==> src/rtl/bus_xfer_seq.sv <==
// Two-phase register-to-register transfer sequencer for the shared CPU bus (settle, then load).
// Optional immediate source enabled by defining BUS_XFER_IMM_EN.
module bus_xfer_seq #(
  parameter int W = 16,
  parameter int NSRC = 8,
  parameter int NDST = 8,
  localparam int SRCW = $clog2(NSRC + 1)
) (
  input  logic            clk,
  input  logic            reset_bar,
  input  logic            req_valid,
  output logic            req_ready,
  input  logic [SRCW-1:0] req_src,
  input  logic [NDST-1:0] req_dst,
  input  logic [W-1:0]    req_imm,
  output logic [NSRC-1:0] en_bar,
  output logic [NDST-1:0] load_bar,
  inout  wire  [W-1:0]    bus,
  output logic            busy,
  output logic            done,
  output logic            err,
  output logic [W-1:0]    last_val
);

  localparam logic [1:0] IDLE  = 2'd0;
  localparam logic [1:0] DRIVE = 2'd1;
  localparam logic [1:0] LOAD  = 2'd2;

  logic [1:0]      state_reg, state_next;
  logic [SRCW-1:0] src_reg, src_next;
  logic [NDST-1:0] dst_reg;
  logic            imm_sel_reg, imm_sel_next;
  logic [NSRC-1:0] en_bar_reg, en_bar_next;
  logic [NDST-1:0] load_bar_reg, load_bar_next;
  logic            done_reg, err_reg;
  logic [W-1:0]    last_val_reg;
  logic            accept, legal, src_ok, imm_req, active_next, take;

  assign req_ready = (state_reg == IDLE) || (state_reg == LOAD);
  assign accept    = req_valid && req_ready;
  assign src_ok    = req_src < SRCW'(NSRC);

`ifdef BUS_XFER_IMM_EN
  assign imm_req = (req_src == SRCW'(NSRC));
`else
  assign imm_req = 1'b0;
`endif

  assign legal = (req_dst != '0) && (src_ok || imm_req);
  assign take  = accept && legal;

  always_comb begin
    state_next = state_reg;
    case (state_reg)
      IDLE:    if (take) state_next = DRIVE;
      DRIVE:   state_next = LOAD;
      LOAD:    state_next = take ? DRIVE : IDLE;
      default: state_next = IDLE;
    endcase
  end

  assign src_next     = take ? req_src : src_reg;
  assign imm_sel_next = take ? imm_req : imm_sel_reg;
  assign active_next  = (state_next != IDLE);

  // Strobes are decoded from next-state so the flops switch cleanly on one edge.
  generate
    for (genvar gi = 0; gi < NSRC; gi++) begin : g_en
      assign en_bar_next[gi] = !(active_next && !imm_sel_next && (src_next == SRCW'(gi)));
    end
    for (genvar gi = 0; gi < NDST; gi++) begin : g_load
      assign load_bar_next[gi] = !((state_next == LOAD) && dst_reg[gi]);
    end
  endgenerate

  always_ff @(posedge clk) begin
    if (!reset_bar) begin
      state_reg    <= IDLE;
      src_reg      <= '0;
      dst_reg      <= '0;
      imm_sel_reg  <= 1'b0;
      en_bar_reg   <= '1;
      load_bar_reg <= '1;
      done_reg     <= 1'b0;
      err_reg      <= 1'b0;
      last_val_reg <= '0;
    end else begin
      state_reg    <= state_next;
      src_reg      <= src_next;
      imm_sel_reg  <= imm_sel_next;
      if (take) dst_reg <= req_dst;
      en_bar_reg   <= en_bar_next;
      load_bar_reg <= load_bar_next;
      done_reg     <= (state_reg == LOAD);
      err_reg      <= accept && !legal;
      if (state_reg == LOAD) last_val_reg <= bus;
    end
  end

`ifdef BUS_XFER_IMM_EN
  logic [W-1:0] imm_reg;
  logic         drive_reg;

  always_ff @(posedge clk) begin
    if (!reset_bar) begin
      imm_reg   <= '0;
      drive_reg <= 1'b0;
    end else begin
      if (take) imm_reg <= req_imm;
      drive_reg <= active_next && imm_sel_next;
    end
  end

  assign bus = drive_reg ? imm_reg : {W{1'bz}};
`else
  logic unused_imm;
  assign unused_imm = ^req_imm;
  assign bus = {W{1'bz}};
`endif

  assign en_bar   = en_bar_reg;
  assign load_bar = load_bar_reg;
  assign busy     = (state_reg != IDLE);
  assign done     = done_reg;
  assign err      = err_reg;
  assign last_val = last_val_reg;

endmodule

==> config.mk <==
export PLATFORM = sky130hd
export DESIGN_NAME = bus_xfer_seq
export DESIGN_NICKNAME = d
export VERILOG_FILES = /design/src/rtl/bus_xfer_seq.sv
export SDC_FILE = /design/constraint.sdc
export NUM_CORES = 1
export LEC_CHECK = 0
export CORE_ASPECT_RATIO = 0.9
export CORE_UTILIZATION = 42
export CTS_BUF_LIST = sky130_fd_sc_hd__clkbuf_4
export CTS_CLUSTER_DIAMETER = 150
export DETAILED_ROUTE_END_ITERATION = 6
export GPL_TIMING_DRIVEN = 1
export PLACE_DENSITY = 0.89
export REMOVE_ABC_BUFFERS = 1
export SETUP_SLACK_MARGIN = 0.1
export SLEW_MARGIN = 25
export SYNTH_ARGS = -nofsm -noshare
export SYNTH_HDL_FRONTEND = slang
export SYNTH_SLANG_ARGS = --single-unit
==> constraint.sdc <==
create_clock -name clk -period 2.84 [get_ports clk]
set_input_delay 0.426 -clock clk [delete_from_list [all_inputs] [get_ports clk]]
set_output_delay 0.426 -clock clk [all_outputs]
set_load 0.01 [all_outputs]
# After elaboration in Yosys (flattened, before gate mapping)
# Cells that the tools add are included.
dict set report classes {
  magnitude_cmp 1
  n_eq_ne 10
  muxes 5
  n_reduce_logical 45
}
# operator count
set op_table {}
lappend op_table {{logical AND 1 bit} 21}
lappend op_table {{logical NOT 1 bit} 18}
lappend op_table {{== test 4 x 3 -> 1 bit (second input constant)} 4}
lappend op_table {{== test 4 x 2 -> 1 bit (second input constant)} 2}
lappend op_table {{nonzero test 8 bit} 1}
lappend op_table {{one-hot mux 2 bit (3 select lines)} 1}
lappend op_table {{== test 2 bit (second input constant)} 2}
lappend op_table {{== test 4 x 1 -> 1 bit (second input constant)} 1}
lappend op_table {{logical NOT 4 bit} 1}
lappend op_table {{< comparator 4 bit (second input constant)} 1}
lappend op_table {{two-way mux 4 bit} 1}
lappend op_table {{nonzero test 2 bit} 2}
lappend op_table {{== test 2 x 1 -> 1 bit (second input constant)} 1}
lappend op_table {{logical NOT 2 bit} 1}
lappend op_table {{two-way mux 1 bit} 2}
lappend op_table {{two-way mux 2 bit} 1}
lappend op_table {{logical OR 1 bit} 1}
dict set report totals {
  register_bits 34
  out_inout_bits 52
  word_cells 70
}

# Logic depth before layout (Yosys ltp)
# Gate-level depths: netlist of the first run.
dict set report logic_depth {
  word_depth 10
  depth_mapped 6
  depth_no_buf 4
}

# Worst setup path after synthesis of the first run
# Ideal clock, no wire load.
dict set report synth_path {
  path_type {input-to-reg}
  startpoint {input port req_dst[7]}
  endpoint {register en_bar_reg[1], in the netlist en_bar[1]}
  t_arrival_ps 1373
  t_required_ps 2718
  slack_ps 1346
  cell_stages 5
  path_buffers 1
  cell_sequence {nor4_2 > a21boi_2 > buf_4 > nor4b_1 > o21bai_1}
}
dict set report synth_between {
  elab_chain_len 9
  elab_cells_between_ends 14
}
# item line
set synth_lines {}
lappend synth_lines {{start: declaration} 14} ;# input logic [NDST-1:0] req_dst,
lappend synth_lines {{nonzero test 8 bit (*)} 49} ;# assign legal = (req_dst != '0) && (src_ok || imm_req);
lappend synth_lines {{logical AND 1 bit (*)} 49}
lappend synth_lines {{logical AND 1 bit (*)} 50} ;# assign take = accept && legal;
lappend synth_lines {{two-way mux 1 bit / two-way mux 2 bit (equally long branches)} {57, 55}}
lappend synth_lines {{one-hot mux 2 bit (3 select lines)} 54} ;# case (state_reg)
lappend synth_lines {{nonzero test 2 bit} 64} ;# assign active_next = (state_next != IDLE);
lappend synth_lines {{logical AND 1 bit} 69} ;# assign en_bar_next[gi] = !(active_next && !imm_sel_next && (src_next == SRCW'(gi)));
lappend synth_lines {{logical AND 1 bit (*)} 69}
lappend synth_lines {{logical NOT 1 bit (*)} 69}
lappend synth_lines {{end signal: assignment} 92} ;# en_bar_reg <= en_bar_next;
lappend synth_lines {{end: declaration} 33} ;# logic [NSRC-1:0] en_bar_reg, en_bar_next;
# Every way passes the cells marked *; elsewhere a longest branch is shown, timed or not.
# A chain may end at the register's enable or synchronous reset.

# Worst setup path after layout of the first run
dict set report layout_path {
  startpoint {register last_val[0] (netlist name)}
  endpoint {output port last_val[2]}
}
# item line
set layout_lines {}
lappend layout_lines {{end: declaration} 22} ;# output logic [W-1:0] last_val
# No word-level cell between the ends.

==> results of run 1 <==
[final cells by class]
class                   count  share of cell area [%]
multi-input cells          96                    30.1
well taps                  44                    2.91
flip-flops and latches     34                    36.0
clock buffers               6                    2.38
clock inverters             2                   0.463
repair buffers             53                    27.6
inverters                   3                   0.595
[power breakdown]
group / switching (mW) / internal (mW) / total [mW]
clock network: 0.152 / 0.102 / 0.254
logic: 0.0460 / 0.0457 / 0.0917
registers: 0.00750 / 0.488 / 0.495
[placed cells by master, fill, tap and decap left out]
cell type / n
and3_1: 5
clkbuf_4: 6
clkinv_1: 1
nor4_2: 2
nor4b_1: 2
dfxtp_1: 34
o21bai_1: 3
and4bb_2: 1
and4b_4: 1
nor3b_2: 2
a21boi_2: 1
nor3b_1: 2
clkdlybuf4s50_1: 50
or2_2: 1
inv_1: 3
a21boi_0: 1
nor4_1: 1
and3b_1: 1
nor3_1: 2
buf_4: 3
a21bo_1: 1
nor2_1: 1
nor2b_1: 1
a32o_1: 1
o21bai_2: 1
nor3b_4: 1
a21oi_1: 2
a32oi_1: 1
nand2_1: 31
clkinv_2: 1
conb_1: 16
o21ai_1: 2
o21ai_0: 2
a21boi_1: 10
and2_1: 1
[kinds of logic (layout without fill, tap and decap cells)]
group | Yosys count | in the layout | synth area share (%)
AND/OR/NAND/NOR | 55 | 55 | 21.7
other | 1 | 16 | 0.252
AO/OA/AOI/OAI | 25 | 25 | 12.5
flip-flops | 34 | 34 | 45.8
buffers and inverters | 42 | 64 | 19.8
[worst max-delay path by stage]
stage	endpoint	from	depth (start not counted)	slack, ps
after floorplan	last_val[0]	last_val[0]$_SDFFE_PN0P_	0	1100
after global placement	en_bar[3]$_SDFF_PN1_	req_dst[3]	5	540
after detailed placement	en_bar[3]$_SDFF_PN1_	req_dst[0]	5	530
after CTS	last_val[2]	last_val[0]$_SDFFE_PN0P_	1	800
after global routing	last_val[2]	last_val[0]$_SDFFE_PN0P_	1	730
final	last_val[2]	last_val[0]$_SDFFE_PN0P_	1	840
[routing by layer]
metal	up-vias	routed length (microns)	GRT usage, %
met3	4	151	4.46
met4	0	31	9.52
li1	543	-	-
met1	492	1110	14.1
met5	-	0	0
met2	36	1290	24.4
==> qor.csv, run 1 <==
metric;value;unit
synthesis.area;1490;sq um
ir_drop;0.152;mV
path_class;register to primary output;
numCtsBuffers;5;
grt_use_total;13.9;%
worstPathRequired;2410;ps
hold_viol;0;
period_minus_slack;2000;ps
start_kind;register;
synth_cell_types;34;
finalSetupViolations;0;
end_kind;primary output;
area_delta_synth_final;27.3;%
io_pins;83;
seq_area_frac_synth;45.8;%
synth_flop_cell;dfxtp_1;
reg2reg_depth;5;
num-fill-cells;302;
slew_headroom;62.6;%
tightest_slew;560;ps
hold_path.class;register to register;
dp.cells;230;
place_ws;526;ps
synth_commonest_cells;34 x dfxtp_1, 32 x buf_4, 31 x nand2_1, 10 x a21boi_1, 5 x and3_1;
min_from;dst_reg[1]$_SDFFE_PN0P_;
finalClockSkew;2.45;ps
clock-sinks;34;
r2r_start;state_reg[0]$_SDFF_PN0_;
die_area;3780;sq um
grt_pass1_wl;3.91;mm
wl_per_cell;10.9;microns
placed_cell_area;1840;sq um
final_nets;224;
status;completed;
grt_max_degree;20;
syn-instance-count;157;
path_buf_inv;1;
cts-resized-gates;0;
final_util;56.0;%
setup_ws;837;ps
dieHeight;58.5;microns
io_buffers;50;
ys_ff_latch;34;
fin_area;1890;sq um
crit_path_max_fanout;17;
synth_largest_area_cell;dfxtp_1;
dpl.hpwl;1.87;mm
grt_antenna_before_repair;0;
crit-reg2reg-capture;en_bar[3]$_SDFF_PN1_;
antenna_left;0;
hold_path_depth;1;
fin_cells;238;
min_to;load_bar[1]$_SDFF_PN1_;
p_leak;0.751;nW
crit_family;buffers and inverters;
period_share;70.5;%
worstPathCellList;clkdlybuf4s50_1;
die_x;64.7;microns
drc_errors;0;
cap_violations;0;
root_buffer;clkbuf_4;
diodes;0;
cts_tree;built;
routed_wl;2.59;mm
syn_area_per_cell;9.48;sq um
fmax;0.499;GHz
initial_utilization;44.0;%
synthArstFlopShare;0;%
htree_num_levels;2;
place.gp.congestion;0.814;
drive_gt1_share;10.3;%
viasPerCell;4.52;
rsz0062_at_grt;no;
seqCellArea;681;sq um
slowest_stage;clkdlybuf4s50_1;
drtIter0Drc;45;
ctsHoldBuffers;0;
vias;1075;
clock_path_buffers;2;
multiInputGateArea;569;sq um
first_pass_iters;4;
synth_area_leaders;dfxtp_1 46%, buf_4 16%, nand2_1 7.8%;
synth_edf_count;0;
critPathArrivalTime;1580;ps
overflow;0;
slowest_delay;640;ps
synth_most_common_cell;dfxtp_1;
synth_top_area_share;45.8;%
clock_latency;330;ps
rows;20;
p_per_area;444;nW/um^2
setup-tns-final;0;ps
clkTransAtPathRegs;100;ps
r2r_setup_slack;1160;ps
drv_slew;0;
hold_slack;386;ps
post-cts-setup-buffers;0;
grt_pass1_vias;916;
power;0.841;mW
design.core.area;3380;sq um
yosysWarnings;0;
Note: power is estimated with default switching activity, not from simulation.
==> inputs of run 2 (changes only) <==
--- a/config.mk
+++ b/config.mk
@@ -6,12 +6,12 @@
 export NUM_CORES = 1
 export LEC_CHECK = 0
 export CORE_ASPECT_RATIO = 0.9
-export CORE_UTILIZATION = 42
+export CORE_UTILIZATION = 36
 export CTS_BUF_LIST = sky130_fd_sc_hd__clkbuf_4
 export CTS_CLUSTER_DIAMETER = 150
 export DETAILED_ROUTE_END_ITERATION = 6
 export GPL_TIMING_DRIVEN = 1
-export PLACE_DENSITY = 0.89
+export PLACE_DENSITY = 0.81
 export REMOVE_ABC_BUFFERS = 1
 export SETUP_SLACK_MARGIN = 0.1
 export SLEW_MARGIN = 25
==> constraint.sdc (replaced) <==
create_clock -name clk -period 1.75 [get_ports clk]
set_input_delay 0.2625 -clock clk [delete_from_list [all_inputs] [get_ports clk]]
set_output_delay 0.2625 -clock clk [all_outputs]
set_load 0.01 [all_outputs]
==> qor.csv, run 2 (synthesis gave the netlist of run 1 again) <==
metric;value;unit;change
status;completed;;unchanged
grt_max_degree;20;;unchanged
placed_cell_area;1900;sq um;was 1840 sq um
most-common-layout-cells;49 x clkdlybuf4s50_1, 32 x dfxtp_1, 31 x nand2_1, 16 x conb_1, 11 x buf_4;;was 50 x clkdlybuf4s50_1, 34 x dfxtp_1, 31 x nand2_1, 16 x conb_1, 10 x a21boi_1
gr-usage-met1;13.4;%;was 14.1%
drtIter0Drc;33;;was 45
post-cts-setup-buffers;0;;unchanged
drc_errors;0;;unchanged
p_leak;0.796;nW;was 0.751 nW
root_buffer;clkbuf_4;;unchanged
path_class;register to primary output;;unchanged
grt_pass1_wl;4.38;mm;was 3.91 mm
hold_viol;0;;unchanged
fin_cells;247;;was 238
clkTransAtPathRegs;90;ps;was 100 ps
dieHeight;63.0;microns;was 58.5 microns
rsz0062_at_grt;yes;;was no
crit_cells;1;;unchanged
slowest_delay;570;ps;was 640 ps
finalClockSkew;5.18;ps;was 2.45 ps
crit_family;buffers and inverters;;unchanged
busiest_layer;met2;;unchanged
antenna_left;0;;unchanged
hold_path.class;register to register;;unchanged
die_area;4390;sq um;was 3780 sq um
critPathArrivalTime;1320;ps;was 1580 ps
drv_slew;0;;unchanged
fin_area;1970;sq um;was 1890 sq um
place.gp.congestion;0.836;;was 0.814
critPathLaunch;last_val[0]$_SDFFE_PN0P_;;unchanged
wl_per_cell;11.3;microns;was 10.9 microns
grt_antenna_before_repair;0;;unchanged
final_nets;232;;was 224
r2r_setup_slack;350;ps;was 1160 ps
clock-sinks;34;;unchanged
worstPathCellList;clkdlybuf4s50_1;;unchanged
cts_tree;built;;unchanged
period_share;90.6;%;
path_buf_inv;1;;unchanged
fmax;0.631;GHz;
io_buffers;50;;unchanged
worstPathRequired;1490;ps;was 2410 ps
rows;21;;was 20
end_kind;primary output;;unchanged
num-fill-cells;344;;was 302
initial_utilization;38.8;%;was 44.0%
period_minus_slack;1590;ps;
overflow;0;;unchanged
dp.cells;240;;was 230
crit-reg2reg-capture;en_bar[3]$_SDFF_PN1_;;unchanged
ctsHoldBuffers;0;;unchanged
grt_pass1_vias;997;;was 916
area_delta_synth_final;32.2;%;was 27.3%
crit_path_max_fanout;17;;unchanged
layout_commonest_cell;clkdlybuf4s50_1;;unchanged
grt_use_total;13.0;%;was 13.9%
design.core.area;3840;sq um;was 3380 sq um
slowest_stage;clkdlybuf4s50_1;;unchanged
numCtsBuffers;5;;unchanged
gr-usage-met3;3.55;%;was 4.46%
io_pins;83;;unchanged
first_pass_iters;2;;was 4
htree_num_levels;2;;unchanged
clock_latency;320;ps;was 330 ps
routed_wl;2.80;mm;was 2.59 mm
die_x;69.8;microns;was 64.7 microns
diodes;0;;unchanged
ir_drop;0.220;mV;was 0.152 mV
finalSetupViolations;0;;unchanged
start_kind;register;;unchanged
vias;1111;;was 1075
p_per_area;697;nW/um^2;was 444 nW/um^2
cap_violations;0;;unchanged
reg2reg_depth;5;;unchanged
gr-usage-met2;23.2;%;was 24.4%
dpl.hpwl;2.03;mm;was 1.87 mm
clock_path_buffers;2;;unchanged
drive_gt1_share;14.9;%;was 10.3%
viasPerCell;4.50;;was 4.52
r2r_start;state_reg[0]$_SDFF_PN0_;;unchanged
cp-endpoint;last_val[14];;was last_val[2]
## run 2: metal layers
layer | wire length [microns] | share of wire [%] | up-vias
met2 | 1460 | 52 | 36
li1 | - | - | 558
met5 | 0 | 0 | -
met3 | 138 | 4.9 | 7
met1 | 1140 | 41 | 510
met4 | 60 | 2.1 | 0
## run 2: how the worst min path moves through the flow
stage	from	endpoint	slack, ps	cells past startpoint
6_report	dst_reg[0]$_SDFFE_PN0P_	load_bar[0]$_SDFF_PN1_	390	1
5_1_grt	dst_reg[4]$_SDFFE_PN0P_	load_bar[4]$_SDFF_PN1_	400	1
4_1_cts	dst_reg[0]$_SDFFE_PN0P_	load_bar[0]$_SDFF_PN1_	390	1
3_5_place_dp	dst_reg[0]$_SDFFE_PN0P_	load_bar[0]$_SDFF_PN1_	370	1
3_3_place_gp	dst_reg[0]$_SDFFE_PN0P_	load_bar[0]$_SDFF_PN1_	360	1
2_1_floorplan	dst_reg[0]$_SDFFE_PN0P_	load_bar[0]$_SDFF_PN1_	360	1
## run 2: what timing repair did
action                     in CTS  in global routing
resized for setup               3                  2
setup endpoints to repair      17                 14
hold endpoints to repair        0                  0
## run 2: power by group
part	total [mW]	internal, mW	switching, mW
clock network	0.408	0.182	0.225
registers	0.802	0.790	0.0123
logic	0.162	0.0834	0.0784
total	1.37	1.06	0.316
## run 2: layout make-up
cell class	instances	area, sq um	share of cell area (%)
Clock buffer	7	52.6	2.67
Inverter	3	11.3	0.573
Multi-Input combinational cell	96	578	29.4
Timing Repair Buffer	61	582	29.6
Sequential cell	34	686	34.9
Tap cell	46	57.6	2.93
## run 2: per-stage QoR
| step | utilization, % | hold WS (ps) | power (mW) | setup TNS (ps) | worst slack [ps] |
|---|---|---|---|---|---|
| floorplan | - | 358 | 0.892 | 0 | 130 |
| global placement | 49.6 | 364 | 0.979 | -2170 | -137 |
| detailed placement | 49.6 | 369 | 0.982 | -2320 | -144 |
| CTS | 51.0 | 391 | 1.39 | 0 | 120 |
| global route | 51.3 | 402 | 1.44 | 0 | 77.7 |
| finish | 51.3 | 386 | 1.37 | 0 | 165 |
==> inputs of run 3 (changes only) <==
--- a/config.mk
+++ b/config.mk
@@ -14,7 +14,7 @@
 export PLACE_DENSITY = 0.81
 export REMOVE_ABC_BUFFERS = 1
 export SETUP_SLACK_MARGIN = 0.1
-export SLEW_MARGIN = 25
+export SLEW_MARGIN = 20
 export SYNTH_ARGS = -nofsm -noshare
 export SYNTH_HDL_FRONTEND = slang
 export SYNTH_SLANG_ARGS = --single-unit
==> results of run 3 <==
The final DEF is identical to that of run 2; final timing and power are the same.
